**src/rtl/ifetch_line_responder.sv**
```systemverilog
// Instruction-fetch line responder: gathers one 64-byte line as eight 8-byte reads.
// Define IFETCH_LINE_BUFFER_EN to add a one-entry line buffer that answers repeat requests for the last line without reading memory.
module ifetch_line_responder (
  input  logic         clock,
  input  logic         reset_n,
  input  logic         pc_index_valid,
  input  logic [18:0]  pc_index,
  input  logic         flush,
  output logic         pc_index_ready,
  output logic [511:0] pc_read_inst,
  output logic         pc_operation_done,
  output logic         mem_rd_en,
  output logic [18:0]  mem_rd_addr,
  input  logic [63:0]  mem_rd_data,
  input  logic         mem_rd_valid
);

  typedef enum logic [2:0] {
    IDLE  = 3'd0,
    REQ   = 3'd1,
    WAIT  = 3'd2,
    RESP  = 3'd3,
    DONE  = 3'd4,
    DRAIN = 3'd5
  } state_t;

  state_t         state_q, state_d;
  logic [15:0]    line_q, line_d;
  logic [2:0]     beat_q, beat_d;
  logic [511:0]   inst_q;
  logic           wr_beat;
  logic           rd_en_q;
  logic           ready_q;
  logic           done_q;
  logic           hit;

  // The beat offset inside the line is irrelevant; whole lines are always fetched.
  logic           unused_pc_bits;
  assign unused_pc_bits = ^pc_index[2:0];

`ifdef IFETCH_LINE_BUFFER_EN
  logic           lb_valid_q;
  logic [15:0]    lb_tag_q;

  assign hit = lb_valid_q && (lb_tag_q == pc_index[18:3]);

  always_ff @(posedge clock) begin
    if (!reset_n) begin
      lb_valid_q <= 1'b0;
      lb_tag_q   <= 16'd0;
    end else if (state_q == WAIT && state_d == RESP) begin
      lb_valid_q <= 1'b1;
      lb_tag_q   <= line_q;
    end else if (state_q == IDLE && state_d == REQ) begin
      // The line register is about to be overwritten beat by beat.
      lb_valid_q <= 1'b0;
    end
  end
`else
  assign hit = 1'b0;
`endif

  always_comb begin
    state_d = state_q;
    line_d  = line_q;
    beat_d  = beat_q;
    wr_beat = 1'b0;
    case (state_q)
      IDLE: begin
        if (pc_index_valid && !flush) begin
          line_d  = pc_index[18:3];
          beat_d  = 3'd0;
          state_d = hit ? RESP : REQ;
        end
      end
      REQ: begin
        state_d = flush ? IDLE : WAIT;
      end
      WAIT: begin
        if (flush) begin
          // A return arriving with the flush is simply dropped; otherwise it is still owed.
          state_d = mem_rd_valid ? IDLE : DRAIN;
        end else if (mem_rd_valid) begin
          wr_beat = 1'b1;
          if (beat_q == 3'd7) begin
            state_d = RESP;
          end else begin
            beat_d  = beat_q + 3'd1;
            state_d = REQ;
          end
        end
      end
      RESP: begin
        state_d = flush ? IDLE : DONE;
      end
      DONE: begin
        state_d = IDLE;
      end
      DRAIN: begin
        if (mem_rd_valid) begin
          state_d = IDLE;
        end
      end
      default: begin
        state_d = IDLE;
      end
    endcase
  end

  always_ff @(posedge clock) begin
    if (!reset_n) begin
      state_q <= IDLE;
      line_q  <= 16'd0;
      beat_q  <= 3'd0;
      inst_q  <= 512'd0;
      rd_en_q <= 1'b0;
      ready_q <= 1'b0;
      done_q  <= 1'b0;
    end else begin
      state_q <= state_d;
      line_q  <= line_d;
      beat_q  <= beat_d;
      rd_en_q <= (state_d == REQ);
      ready_q <= (state_d == RESP);
      done_q  <= (state_d == DONE);
      if (wr_beat) begin
        inst_q[{beat_q, 6'd0} +: 64] <= mem_rd_data;
      end
    end
  end

  // Flush cancels a strobe or a ready pulse in the very cycle it is raised.
  assign mem_rd_en         = rd_en_q & ~flush;
  assign pc_index_ready    = ready_q & ~flush;
  assign pc_operation_done = done_q;
  assign mem_rd_addr       = {line_q, beat_q};
  assign pc_read_inst      = inst_q;

endmodule

```
**config.mk**
```make
export PLATFORM = sky130hd
export DESIGN_NAME = ifetch_line_responder
export DESIGN_NICKNAME = d
export VERILOG_FILES = /design/src/rtl/ifetch_line_responder.sv
export SDC_FILE = /design/constraint.sdc
export NUM_CORES = 1
export LEC_CHECK = 0
export BUFFER_PORTS_ARGS = -buffer_cell sky130_fd_sc_hd__buf_2
export CAP_MARGIN = 0
export CORE_AREA = 2 2 243 245
export DETAILED_ROUTE_END_ITERATION = 16
export DIE_AREA = 0 0 245 247
export GPL_TIMING_DRIVEN = 0
export HOLD_SLACK_MARGIN = 0.05
export MAX_ROUTING_LAYER = met4
export PLACE_DENSITY = 0.56
export SETUP_SLACK_MARGIN = 0.5
export SLEW_MARGIN = 10
export SYNTH_ARGS = -nofsm -noshare
export SYNTH_HDL_FRONTEND = slang
export SYNTH_SLANG_ARGS = --single-unit
```
**constraint.sdc**
```tcl
create_clock -name clock -period 6.7 [get_ports clock]
set_input_delay 0.67 -clock clock [delete_from_list [all_inputs] [get_ports clock]]
set_output_delay 0.67 -clock clock [all_outputs]
set_load 0.01 [all_outputs]
```
* Yosys cells after proc, flatten, opt, wreduce, memory -nomap -nowiden
Cells that the tools add are included.
** Word-level totals
- Bits in registers :: 537
- Input bits :: 88
- Output and inout port bits :: 534
- Logic and storage cells :: 50
** Cells by class
- Add/subtract/negate cells :: 2
- Equality and inequality tests :: 12
- Shifts and indexed selects :: 2
- Mux-type cells :: 18
- Bitwise gates (word level) :: 3
- Reduce and logical (&&, ||, !) cells :: 6
** Operators with widths (count)
- $bwmux 512 :: 1
- $shift 64x11->512 const A :: 1
- $shiftx 64x11->512 :: 1
- $mux 3 :: 10
- $pmux 3 s5 :: 1
- $neg 9->11 :: 1
- $eq 3x2->1 const B :: 3
- $eq 3x3->1 const B :: 3
- $ne 2x2->1 const B :: 4
- $eq 3x1->1 const B :: 2
- $pmux 3 s2 :: 1
- $reduce_and 5->1 :: 1
- $mux 2 :: 2
- $add 3x1->3 const B :: 1
- $logic_not 3->1 :: 1
- $mux 1 :: 3
- $and 1x1->1 :: 2
- $reduce_and 2->1 :: 1
- $reduce_bool 2->1 :: 1
- $logic_and 1x1->1 :: 1
- $logic_not 1->1 :: 1
- $not 1->1 :: 1

* Longest topological paths before layout
- Word-level depth :: 6
- Mapped depth :: 11
- Mapped depth without buffers :: 7

* Worst setup path after synthesis
No wires, ideal clock.
- Path kind :: reg2reg
- Start :: register beat_q[0]
- End :: register inst_q[473] (netlist: pc_read_inst[473])
- Arrival time :: 2.259 ns
- Required time :: 6.572 ns
- Slack :: 4.314 ns
- Cell stages (with the launch flop) :: 12
- Path buffers :: 4
- Clock period less this slack :: 2.386 ns
- Cells stage by stage :: dfxtp_1 > clkbuf_1 > inv_1 > ha_1 > ha_1 > nor3b_1 > nand3_1 > buf_2 > buf_6 > buf_4 > nand3_1 > o21ai_1
** On the way
- Longest elaborated chain between the ends :: 3
** Ends and longest elaborated chain
- start, declared :: RTL line 29 : logic [2:0] beat_q, beat_d;
- start signal, assigned :: RTL line 122 : beat_q <= beat_d;
- $neg 9->11 * :: RTL line 127 : inst_q[{beat_q, 6'd0} +: 64] <= mem_rd_data;
- $shiftx 64x11->512 or $shift 64x11->512 (tied branches) :: RTL line 127
- $bwmux 512 * :: RTL line 127
- end signal, assigned by index :: RTL line 127
- end, declared :: RTL line 30 : logic [511:0] inst_q;
Mark *: on every way between the ends. The rest lies on a longest branch, timed or not.
A chain may end at the register's enable or synchronous reset.

* Final worst setup path
- Start :: register beat_q[0]
- End :: register inst_q[437] (netlist: pc_read_inst[437])
The elaborated chain is that of the path after synthesis.

==> impl_metrics.tcl <==
set metrics [dict create \
    outcome "completed" \
    power.static_leakage_uw 0.0103 \
    port_buffers 616 \
    end_kind "flip-flop" \
    drtAntennaViolNets 0 \
    cts_hold_buf 0 \
    antenna_found_initial 6 \
    rrSetupSlack_ns 3.22 \
    setup_viol 0 \
    synth-adder-area-share_pct 0.281 \
    fillers 5949 \
    place_area_um2 21900 \
    fin_tns_setup_ns 0 \
    grt_pass1_wl_mm 116 \
    clk_latency_ns 0.62 \
    synth_nets 2062 \
    p_int_uw 5220 \
    synth.top_cells.by_count "nand3_1 (553), dfxtp_1 (537), o21ai_1 (272), o21ai_0 (243), nand2_1 (102)" \
    hold_path_class "in -> reg" \
    whs_ns 0.310 \
    synth_top_area_cell "dfxtp_1" \
    worstPathMaxFanout 10 \
    area_growth_pct 33.9 \
    vias 18331 \
    slew_violations 0 \
    die-width_um 245 \
    synth_area_um2 17800 \
    synth_mux_area_share_pct 0.0561 \
    layout-drive-gt1-share_pct 29.2 \
    dr.pass1.iters 5 \
    swShare_pct 22.7 \
    worst_slew_pin_slew_ns 1.21 \
    ys_types 30 \
    critPathRequiredTime_ns 7.17 \
    critPathKind "reg -> reg" \
    post-route-period-util_pct 52.0 \
    finalNetCount 2737 \
    grt_pass1_vias 17085 \
    seqPwrFrac_pct 47.4 \
    async_reset_ff_share_pct 0 \
    ys.flop_type "dfxtp_1" \
    combPwrFrac_pct 3.5 \
    num_rows 89 \
    postCtsSetupRepairBufs 0 \
    synth.most_common_cell "nand3_1" \
    synth_edf_count 0 \
    fmax_mhz 287 \
    final_area_um2 23900 \
    ys_warn_count 0 \
    ys_top_cells_by_area "dfxtp_1 (60%), nand3_1 (16%), o21ai_1 (7.6%), o21ai_0 (6.8%), nand2_1 (2.1%)" \
    numClockSinks 537 \
    ys_ff_latch 537 \
    drv_cap 0 \
    avgViaCountPerCell 5.28 \
    clock_skew_ns 0.0199 \
    core-area_um2 58200 \
    period_minus_slack_ns 3.48 \
    synthXorXnorAreaFrac_pct 0.0491 \
    critPathArrivalTime_ns 3.96 \
    synth.top_cell.area_share_pct 60.3 \
    die_area_um2 60500 \
    synth-simple-area-share_pct 18.9 \
    synth_top_family_by_area "simple AND/OR/NAND/NOR gates" \
    p_clk_share_pct 49.1 \
    grtUsageTotal_pct 26.9 \
    path_clk_slew_ns 0.06 \
    powerDensity_nw_per_um2 283 \
    die_h_um 247 \
    ctsHtreeMaxLevel 2 \
    ir_drop_uv 177 \
    wl_mm 82.9 \
    dp_hpwl_mm 61.8 \
    syn_inst 1970 \
    p_sw_uw 1530 \
    place_congestion 0.891 \
    clock_path_buffers 3 \
    crit_path_start_kind "flip-flop" \
    gr-total-overflow 0 \
    synth-seq-area-share_pct 60.3 \
    cts_tree "done" \
    cts_buffers 57 \
    drt-wirelength-per-cell_um 23.9 \
    grt_max_degree 15 \
    ctsResizeCount 0 \
    cts_root_buf "clkbuf_16" \
    maxSlewHeadroom_pct 19.2 \
    hold_violations 0 \
    ios 622 \
    utilization_pct 41.0 \
    drc_errors 0 \
    first_iter_violations 1129 \
    synth-compound-area-share_pct 15.4 \
    initial_utilization_pct 30.6 \
    avgSynthCellArea_um2 9.05 \
    rsz0062_at_grt "no" \
]
[through the flow]
stage | power, µW | cells | worst slack [ns]
final | 6750 | 3471 | 3.22
after detailed placement | 3510 | 3359 | 3.17
after floorplan | 3380 | 1970 | 4.31
after global placement | 3510 | 3359 | 3.30
after global routing | 6940 | 3469 | 3.03
after CTS | 6790 | 3465 | 3.16
[cell families (layout without fill, tap and decap cells)]
kind of cell,after synthesis,after routing
XOR/XNOR,1,1
multiplexers,1,1
flip-flops,537,537
buffers and inverters,198,920
AO/OA/AOI/OAI,538,538
other,0,6
adder cells (fa/ha/maj),4,4
AND/OR/NAND/NOR,691,691
[critical path, cell delays in order, from the launching register on]
cell and delay, ns:
dfxtp_1 0.48, clkbuf_1 0.63, inv_1 0.14, ha_1 0.25
ha_1 0.35, nor2_1 0.06, nand4_1 0.26, buf_2 0.49
clkbuf_1 0.52, o21ai_1 0.15
[flip-flops by register name, indices dropped and copies added, names as in the netlist]
| name | count |
|---|---|
| line_q | 16 |
| ready_q | 1 |
| pc_read_inst | 512 |
| pc_operation_done | 1 |
| state_q | 3 |
| rd_en_q | 1 |
| beat_q | 3 |
[per-layer routing]
metal / GRT usage (%) / vias to the layer above / share of wire [%]
met4: 8.18 / 0 / 2.9
li1: - / 8344 / -
met1: 32.7 / 9046 / 42
met3: 5.39 / 133 / 7.1
met2: 44.9 / 808 / 48
met5: - / - / 0
[worst paths after layout]
| path | startpoint | endpoint | depth (start not counted) |
|---|---|---|---|
| worst max-delay path | beat_q[0] | pc_read_inst[437] | 9 |
| worst min register to register | pc_read_inst[81] | pc_read_inst[81] | 2 |
| worst min-delay path | pc_index[4] | line_q[1] | 3 |
| worst max register to register | beat_q[0] | pc_read_inst[437] | 9 |
[power by group through the flow]
stage	clock network (µW)	logic, µW	registers [µW]
final	3310	236	3200
after global routing	3480	252	3200
after CTS	3350	236	3200
after detailed placement	0	235	3270
after global placement	0	233	3270
after floorplan	0	99.9	3280
[cell type report]
| type | count | area [µm²] | area share, % |
|---|---|---|---|
| Sequential cell | 537 | 10800 | 45.0 |
| Multi-Input combinational cell | 1235 | 6190 | 25.9 |
| Timing Repair Buffer | 616 | 3080 | 12.9 |
| Clock buffer | 86 | 1730 | 7.24 |
| Tap cell | 773 | 967 | 4.05 |
| Buffer | 194 | 886 | 3.71 |
| Clock inverter | 20 | 251 | 1.05 |
| Inverter | 4 | 15.0 | 0.0629 |
| Antenna cell | 6 | 15.0 | 0.0629 |
[cell usage in the layout (no fill, tap or decap), types with 6 or more instances in the layout]
cell type / instances
nor2_1: 7
diode_2: 6
nand3_1: 553
o21ai_0: 243
clkbuf_1: 84
buf_4: 8
buf_6: 7
o21ai_1: 272
clkbuf_16: 59
clkbuf_8: 15
a21boi_0: 17
buf_2: 673
nor2b_1: 11
clkinv_2: 8
nand2_1: 102
buf_1: 47
dfxtp_1: 537
Note: power is estimated with default switching activity, not from simulation.
